[config.mk]
export PLATFORM = sky130hd
export DESIGN_NAME = sos_detect
export DESIGN_NICKNAME = d
export VERILOG_FILES = /design/src/rtl/morse_pkg.sv /design/src/rtl/sos_detect_gap_timer.sv /design/src/rtl/sos_detect.sv
export SDC_FILE = /design/constraint.sdc
export NUM_CORES = 1
export LEC_CHECK = 0
export CELL_PAD_IN_SITES_DETAIL_PLACEMENT = 0
export CELL_PAD_IN_SITES_GLOBAL_PLACEMENT = 1
export CORE_UTILIZATION = 37
export CTS_CLUSTER_SIZE = 8
export DETAILED_ROUTE_END_ITERATION = 12
export PLACE_DENSITY_LB_ADDON = 0.1
export SLEW_MARGIN = 10
export SYNTH_ARGS = -nofsm -noshare
export SYNTH_HDL_FRONTEND = slang
export SYNTH_SLANG_ARGS = --single-unit
[constraint.sdc]
create_clock -name clk -period 2.2 [get_ports clk]
set_clock_uncertainty 0.05 [all_clocks]
set_input_delay 0.44 -clock clk [delete_from_list [all_inputs] [get_ports clk]]
set_output_delay 0.44 -clock clk [all_outputs]
set_load 0.1 [all_outputs]
[src/rtl/morse_pkg.sv]
// Shared types for the SOS detector: FSM state enum, character event codes,
// and the event classifier and next-state function used by the top.
package morse_pkg;

  typedef enum logic [1:0] {
    IDLE   = 2'd0,
    GOT_S  = 2'd1,
    GOT_SO = 2'd2
  } sos_state_t;

  typedef logic [1:0] char_t;

  localparam char_t CH_NONE = 2'd0;
  localparam char_t CH_S    = 2'd1;
  localparam char_t CH_O    = 2'd2;
  localparam char_t CH_ERR  = 2'd3;

  function automatic char_t classify(input logic s, input logic o);
    char_t ch;
    ch = CH_NONE;
    if (s && o)  ch = CH_ERR;
    else if (s)  ch = CH_S;
    else if (o)  ch = CH_O;
    return ch;
  endfunction

  // An S always (re)starts a sequence, so a completing S doubles as the next first S.
  function automatic sos_state_t sos_next(input sos_state_t cur, input char_t ch);
    sos_state_t nxt;
    nxt = cur;
    case (ch)
      CH_S:    nxt = GOT_S;
      CH_O:    nxt = (cur == GOT_S) ? GOT_SO : IDLE;
      CH_ERR:  nxt = IDLE;
      default: nxt = cur;
    endcase
    return nxt;
  endfunction

endpackage

[src/rtl/sos_detect_gap_timer.sv]
// Idle-gap timer: counts cycles while run is high and clear is low; expired
// is high for the one cycle the count equals TIMEOUT_CYCLES, then it wraps to 0.
module gap_timer #(
  parameter int TIMEOUT_CYCLES = 1000
) (
  input  logic clk,
  input  logic rst,
  input  logic clear,
  input  logic run,
  output logic expired
);

  localparam int W = $clog2(TIMEOUT_CYCLES + 1);
  localparam logic [W-1:0] LIMIT = W'(TIMEOUT_CYCLES);

  logic [W-1:0] count;

  assign expired = (count == LIMIT);

  always_ff @(posedge clk or posedge rst) begin
    if (rst)                   count <= '0;
    else if (clear || expired) count <= '0;
    else if (run)              count <= count + W'(1);
  end

endmodule

[src/rtl/sos_detect.sv]
// SOS sequence detector over S/O character events with a saturating hit counter.
// Optional idle-gap abandonment of partial sequences is enabled by SOS_TIMEOUT_EN.
module sos_detect
  import morse_pkg::*;
#(
  parameter int TIMEOUT_CYCLES = 1000,
  parameter int CNT_W          = 8
) (
  input  logic             clk,
  input  logic             rst,
  input  logic             s_cb,
  input  logic             s_is,
  input  logic             o_cb,
  input  logic             o_is,
  output logic             busy,
  output logic             found,
  output logic [CNT_W-1:0] sos_count,
  output logic [1:0]       last_char
);

  sos_state_t state;
  sos_state_t state_nxt;
  char_t      ch;
  logic       timeout;
  logic       hit;

  assign ch  = classify(s_is, o_is);
  assign hit = (state == GOT_SO) && (ch == CH_S);

`ifdef SOS_TIMEOUT_EN
  // Any character activity, or sitting in IDLE, keeps the gap count at zero.
  gap_timer #(
    .TIMEOUT_CYCLES(TIMEOUT_CYCLES)
  ) u_gap_timer (
    .clk    (clk),
    .rst    (rst),
    .clear  ((ch != CH_NONE) || s_cb || o_cb || (state == IDLE)),
    .run    (state != IDLE),
    .expired(timeout)
  );
`else
  logic unused_timer_inputs;
  assign unused_timer_inputs = ^{s_cb, o_cb, TIMEOUT_CYCLES[0]};
  assign timeout = 1'b0;
`endif

  // A real event always wins over a coincident timer expiry.
  assign state_nxt = ((ch == CH_NONE) && timeout) ? IDLE : sos_next(state, ch);

  always_ff @(posedge clk or posedge rst) begin
    if (rst) begin
      state     <= IDLE;
      busy      <= 1'b0;
      found     <= 1'b0;
      sos_count <= '0;
      last_char <= CH_NONE;
    end else begin
      state <= state_nxt;
      busy  <= (state_nxt != IDLE);
      found <= hit;
      if (hit && (sos_count != '1)) sos_count <= sos_count + CNT_W'(1);
      if (ch != CH_NONE) last_char <= ch;
    end
  end

endmodule

==> qor.csv, run 1 <==
stage,metric,value,unit
finish,synthToLayoutAreaGrowth,28.9,%
route,wl_per_cell,11.7,um
cts,cts-hold-fix-buffers,0,
die,die_x,42.9,um
finish,finish.instance_area,798,um2
finish,fillers,142,
timing,tightest_slew,0.532,ns
die,pin_count,18,
placed_design,place.gp.congestion,0.695,
power_and_ir_drop,leakagePower,0.409,nW
route,via_count,423,
synthesis,synth-seq-cells,14,
synthesis,synth_top_area_frac,0.566,
route,vias_per_cell,4.92,
grt,grt_max_degree,15,
critical_path,cp-start-kind,input pin,
grt,antenna_found_initial,0,
synthesis,synth.most_common_cell,dfrtp_1,
timing,hold_violations,0,
critical_path,reg2reg_depth,4,
timing,rsz0062_at_grt,no,
die,core,1540,um2
critical_path,crit_required,2.36,ns
timing,fin_crit,1.63,ns
cts,cts_made_buffers,3,
timing,tns,0,ns
timing,setup_viol,0,
die,dieArea,1840,um2
grt,grtUsageTotal,0.118,
critical_path,r2r_slack,0.63,ns
timing,fin_crit_sh,0.742,
synthesis,ys_top_cells_by_count,"14 x dfrtp_1, 6 x nor2_1, 5 x xor2_1, 4 x inv_1, 4 x nand2_1",
route,ant_nets,0,
finish,n_antenna_cell,0,
power_and_ir_drop,ir_drop,934,uV
timing,maxSlewHeadroom,0.645,
critical_path,reg2reg_from,sos_count[0],
critical_path,worst_setup_path_end_kind,flip-flop,
finish,fin_cells,86,
synthesis,yosysWarningCount,0,
timing,fmax,0.613,GHz
placed_design,detailed_place_hpwl,718,um
critical_path,reg2reg_to,sos_count[1],
finish,multi_input_area,254,um2
synthesis,synth-main-ff-cell,dfrtp_1,
synthesis,synth_fp_nets,58,
placed_design,place_ws,0.265,ns
cts,clockBufferDepth,2,
power_and_ir_drop,powerDensity,928,nW/um2
placed_design,dp_cells,82,
die,fp-row-count,14,
synthesis,yosys-top-cells-area,"dfrtp_1 57%, xor2_1 7.1%, mux2_2 3.6%, nor2_1 3.6%, nor4_4 3.4%",
route,first_pass_iters,4,
cts,cts.clk_slew.worst_paths,0.09,ns
cts,post_cts_buffers,0,
cts,cts-root-buf,clkbuf_4,
placed_design,place_area,762,um2
synthesis,avgSynthCellArea,12.1,um2
synthesis,synth_cell_types,21,
cts,clock_latency,0.27,ns
cts,cts_sinks,14,
finish,drive_above_1_share,0.371,
grt,grt_pass1_wl,1590,um
synthesis,synth_edf_count,0,
critical_path,path_max_fanout,7,
critical_path,critPathKind,input pin to flip-flop,
finish,nNetsFinal,78,
synthesis,synth_cells,51,
synthesis,async_reset_ff_frac,1.00,
finish,regArea,353,um2
timing,slew_violations,0,
timing,worst_hold_slack,0.436,ns
flow_run,maxCapViolations,0,
grt,grt_overflow,0,
hold_path,hold_path_class,input pin to asynchronous set/reset pin,
cts,cts_htree_levels,1,
route,drt_iter0_drc,2,
placed_design,portBuffers,15,
synthesis,syn-cell-area,619,um2
route,wl,1000,um
die,chipHeight,42.9,um
timing,worst_slack,0.568,ns
synthesis,yosysTopAreaCell,dfrtp_1,
synthesis,yosysSeqAreaShare,0.566,
grt,grt_pass1_vias,356,
cts,cts_resized,0,
route,route.detailed.drc,0,
critical_path,worstPathArrival,1.79,ns
cts,cts_tree,done,
outcome,outcome,"finished, final reports clean",
die,initial_core_util,0.402,
cells in the final DEF, fill, tap and decap left out, types with 2 or more instances in the layout:
master	count
clkbuf_4	3
mux2_2	2
inv_1	4
nand2_1	4
clkdlybuf4s50_1	3
nand2b_1	2
xor2_1	5
dfrtp_1	12
dfrtp_2	2
buf_4	12
nor2_1	6
kinds of logic after synthesis:
kind of cell,synth area share
multiplexers,0.0364
AND/OR/NAND/NOR,0.214
adder cells (fa/ha/maj),0.0202
flip-flops,0.566
XOR/XNOR,0.0848
AO/OA/AOI/OAI,0.0545
buffers and inverters,0.0242
state kept, by name, summed over array words and instances, names as in the netlist:
register	count
found	1
last_char	2
sos_count	8
state	2
busy	1
final cells by class:
class,count,area share
flip-flops and latches,14,0.442
multi-input cells,33,0.318
repair buffers,15,0.150
clock buffers,4,0.0455
well taps,16,0.0251
inverters,4,0.0188
worst max-delay path, stage by stage:
cell and delay [ns]:
clkdlybuf4s50_1 0.48, and4bb_4 0.37, o21ai_4 0.11, nor4_4 0.23, xor2_1 0.15
worst max path at each step:
stage	from	endpoint	slack, ns	cells past startpoint
2_1_floorplan	sos_count[4]	sos_count[1]	0.13	3
3_3_place_gp	o_is	sos_count[7]	0.27	5
3_5_place_dp	o_is	sos_count[7]	0.26	5
4_1_cts	o_is	sos_count[7]	0.56	5
5_1_grt	o_is	sos_count[7]	0.49	5
6_report	o_is	sos_count[7]	0.57	5
stage by stage:
step	util	total power, mW
finish	0.518	0.741
global route	0.518	0.778
CTS	0.518	0.754
detailed placement	0.494	0.565
global placement	0.494	0.563
floorplan	-	0.509
per-layer routing:
metal  vias up  track usage  share of wire
li1        205            -              -
met3         0       0.0340          0.066
met1       208        0.159           0.47
met4         0       0.0750              0
met5         -            0              0
met2        10        0.164           0.47
power by group:
part | total, mW | switching (mW) | internal (mW)
clock network | 0.184 | 0.0839 | 0.101
registers | 0.308 | 0.0232 | 0.284
logic | 0.249 | 0.194 | 0.0555
total | 0.741 | 0.301 | 0.440
No activity file was read; power rests on OpenSTA's default activity.
==> run 2, diff against run 1 <==
Settings changed: CORE_UTILIZATION 37 to 34.
Clock period 2.2 ns to 1.7 ns, I/O delays scaled along.
==> run 2 against run 1 <==
Effect of this change: die area grew 8.4%; power grew 46%; via count grew 0.95%; sequential power is 42% higher; non-clock buffer count increased by 3; final area rose by 28%; critical endpoint is now sos_count[1]; highest routed layer is now met4.
==> qor.csv, run 2 (synthesis gave the netlist of run 1 again) <==
stage,metric,value,unit,change
timing,fin_crit,1.50,ns,
flow_run,maxCapViolations,0,,unchanged
power_and_ir_drop,ir_drop,1520,uV,+63%
timing,fin_crit_sh,0.884,,
placed_design,portBuffers,15,,unchanged
route,dr_wl_met3,70,um,+6.1%
finish,synthToLayoutAreaGrowth,64.8,%,
route,top_layer,met4,,
grt,antenna_found_initial,0,,unchanged
route,wl,1060,um,+5.4%
cts,post_cts_buffers,0,,unchanged
cts,clockBufferDepth,2,,unchanged
timing,worst_slack,0.198,ns,-0.370 ns
critical_path,crit_path_top_delay_cell,dfrtp_4,,
route,wl_per_cell,10.8,um,-7.5%
cts,cts_tree,done,,
cts,cts_resized,0,,unchanged
finish,regArea,375,um2,+6.4%
grt,grt_max_degree,15,,unchanged
timing,rsz0062_at_grt,no,,
route,route.met2.wl,450,um,-4.3%
timing,worst_hold_slack,0.336,ns,-0.0999 ns
placed_design,place_ws,-0.0395,ns,-0.304 ns
route,ant_nets,0,,unchanged
finish,multi_input_area,270,um2,+6.4%
hold_path,hold_path_class,input pin to asynchronous set/reset pin,,
route,vias_per_cell,4.36,,-11%
die,dieArea,2000,um2,+8.4%
die,core,1710,um2,+11%
critical_path,path_max_fanout,7,,unchanged
finish,utilization,0.598,,+0.0799
finish,n_antenna_cell,0,,unchanged
finish,final_cell_mix,"12 x buf_12, 6 x nor2_1, 6 x dfrtp_1, 6 x dfrtp_4, 5 x xor2_1",,
grt,grt_pass1_vias,403,,+13%
finish,largest_reg_flops,8,,unchanged
die,fp-row-count,15,,+1
timing,setup_viol,0,,unchanged
timing,maxSlewHeadroom,0.657,,+0.0115
route,via_count,427,,+0.95%
critical_path,worstPathArrival,1.61,ns,-0.18 ns
timing,fmax,0.666,GHz,
finish,reg_top3,"sos_count x8, last_char x2, state x2",,
route,route.detailed.drc,0,,unchanged
timing,tightest_slew,0.515,ns,-0.0173 ns
finish,regMostFlops,sos_count,,
grt,grtUsageTotal,0.126,,+0.00832
cts,cts-hold-fix-buffers,0,,unchanged
power_and_ir_drop,leakagePower,0.456,nW,+11%
critical_path,crit_required,1.81,ns,-0.55 ns
power_and_ir_drop,powerDensity,1060,nW/um2,+14%
critical_path,crit_chain,"ha_4, nand3_2, o21ai_4, mux2_4",,
cts,cts-root-buf,clkbuf_4,,
die,initial_core_util,0.363,,-0.0391
critical_path,critical_path.max_stage_delay,0.47,ns,about the same
route,met1_length,526,um,+13%
grt,grt_pass1_wl,1810,um,+14%
critical_path,critPathKind,flip-flop to flip-flop,,
finish,fillers,137,,-3.5%
die,chipHeight,44.7,um,+4.1%
placed_design,detailed_place_hpwl,790,um,+9.9%
finish,layout_commonest_cell,buf_12,,
critical_path,cp-start-kind,flip-flop,,
cts,clock_latency,0.27,ns,about the same
timing,hold_violations,0,,unchanged
finish,nNetsFinal,81,,+3.8%
cts,cts_made_buffers,3,,unchanged
timing,slew_violations,0,,unchanged
route,drt_iter0_drc,10,,+8
cts,cts_sinks,14,,unchanged
placed_design,place.gp.congestion,0.678,,-2.5%
route,first_pass_iters,4,,unchanged
cts,cts.clk_slew.worst_paths,0.09,ns,about the same
grt,grt_overflow,0,,unchanged
finish,drive_above_1_share,0.493,,+0.122
cts,cts_htree_levels,1,,unchanged
outcome,outcome,"finished, final reports clean",,
critical_path,worst_setup_path_end_kind,flip-flop,,
die,pin_count,18,,unchanged
die,die_x,44.7,um,+4.1%
[run 2: layout make-up]
cell class	instances	share of cell area
clock buffer	4	0.0355
inverter	4	0.0147
multi-input combinational	33	0.265
sequential	14	0.368
tap	25	0.0306
timing repair buffer	18	0.287
[run 2: routing by layer]
| layer | GRT usage | vias to the layer above |
|---|---|---|
| met5 | 0 | - |
| met4 | 0.0545 | 0 |
| met3 | 0.0367 | 2 |
| met2 | 0.182 | 16 |
| met1 | 0.175 | 197 |
| li1 | - | 212 |
[run 2: per-stage QoR]
stage	power, mW	cell area [um2]	setup TNS (ns)	std cells
2_1_floorplan	0.695	661	0	51
3_3_place_gp	0.860	985	-0.0368	94
3_5_place_dp	0.859	985	-0.0401	94
4_1_cts	1.09	1020	0	98
5_1_grt	1.13	1020	0	98
6_report	1.09	1020	0	98
[run 2: worst max-delay path, delay by kind of cell, from the launching register on]
family,cells,cell delay (ns)
and+or+nand+nor,1,0.11
DFF,1,0.47
AOI/OAI and AO/OA,1,0.29
adders and majority gates,1,0.15
muxes,1,0.33
[run 2: power by group]
group / total [mW] / switching (mW) / internal [mW]
logic: 0.412 / 0.252 / 0.161
clock network: 0.236 / 0.106 / 0.130
registers: 0.437 / 0.0591 / 0.378
total: 1.09 / 0.416 / 0.669
[run 2: worst paths after layout]
kind                              start           end  slack, ns  cells past startpoint
setup / recovery           sos_count[1]  sos_count[1]       0.20                      4
hold / removal                      rst  sos_count[6]       0.34                      2
setup reg to reg           sos_count[1]  sos_count[1]       0.20                      4
hold reg to reg            last_char[1]  last_char[1]       0.49                      1
max in group asynchronous           rst  sos_count[0]       0.87                      2
min in group clk           last_char[1]  last_char[1]       0.49                      1
==> run 3, diff against run 2 <==
Settings changed: SYNTH_HIERARCHICAL set to 1.
==> results of run 3 <==
The final DEF is identical to that of run 2; final timing and power are the same.
Among the figures that moved: Yosys warning count 0 -> 6
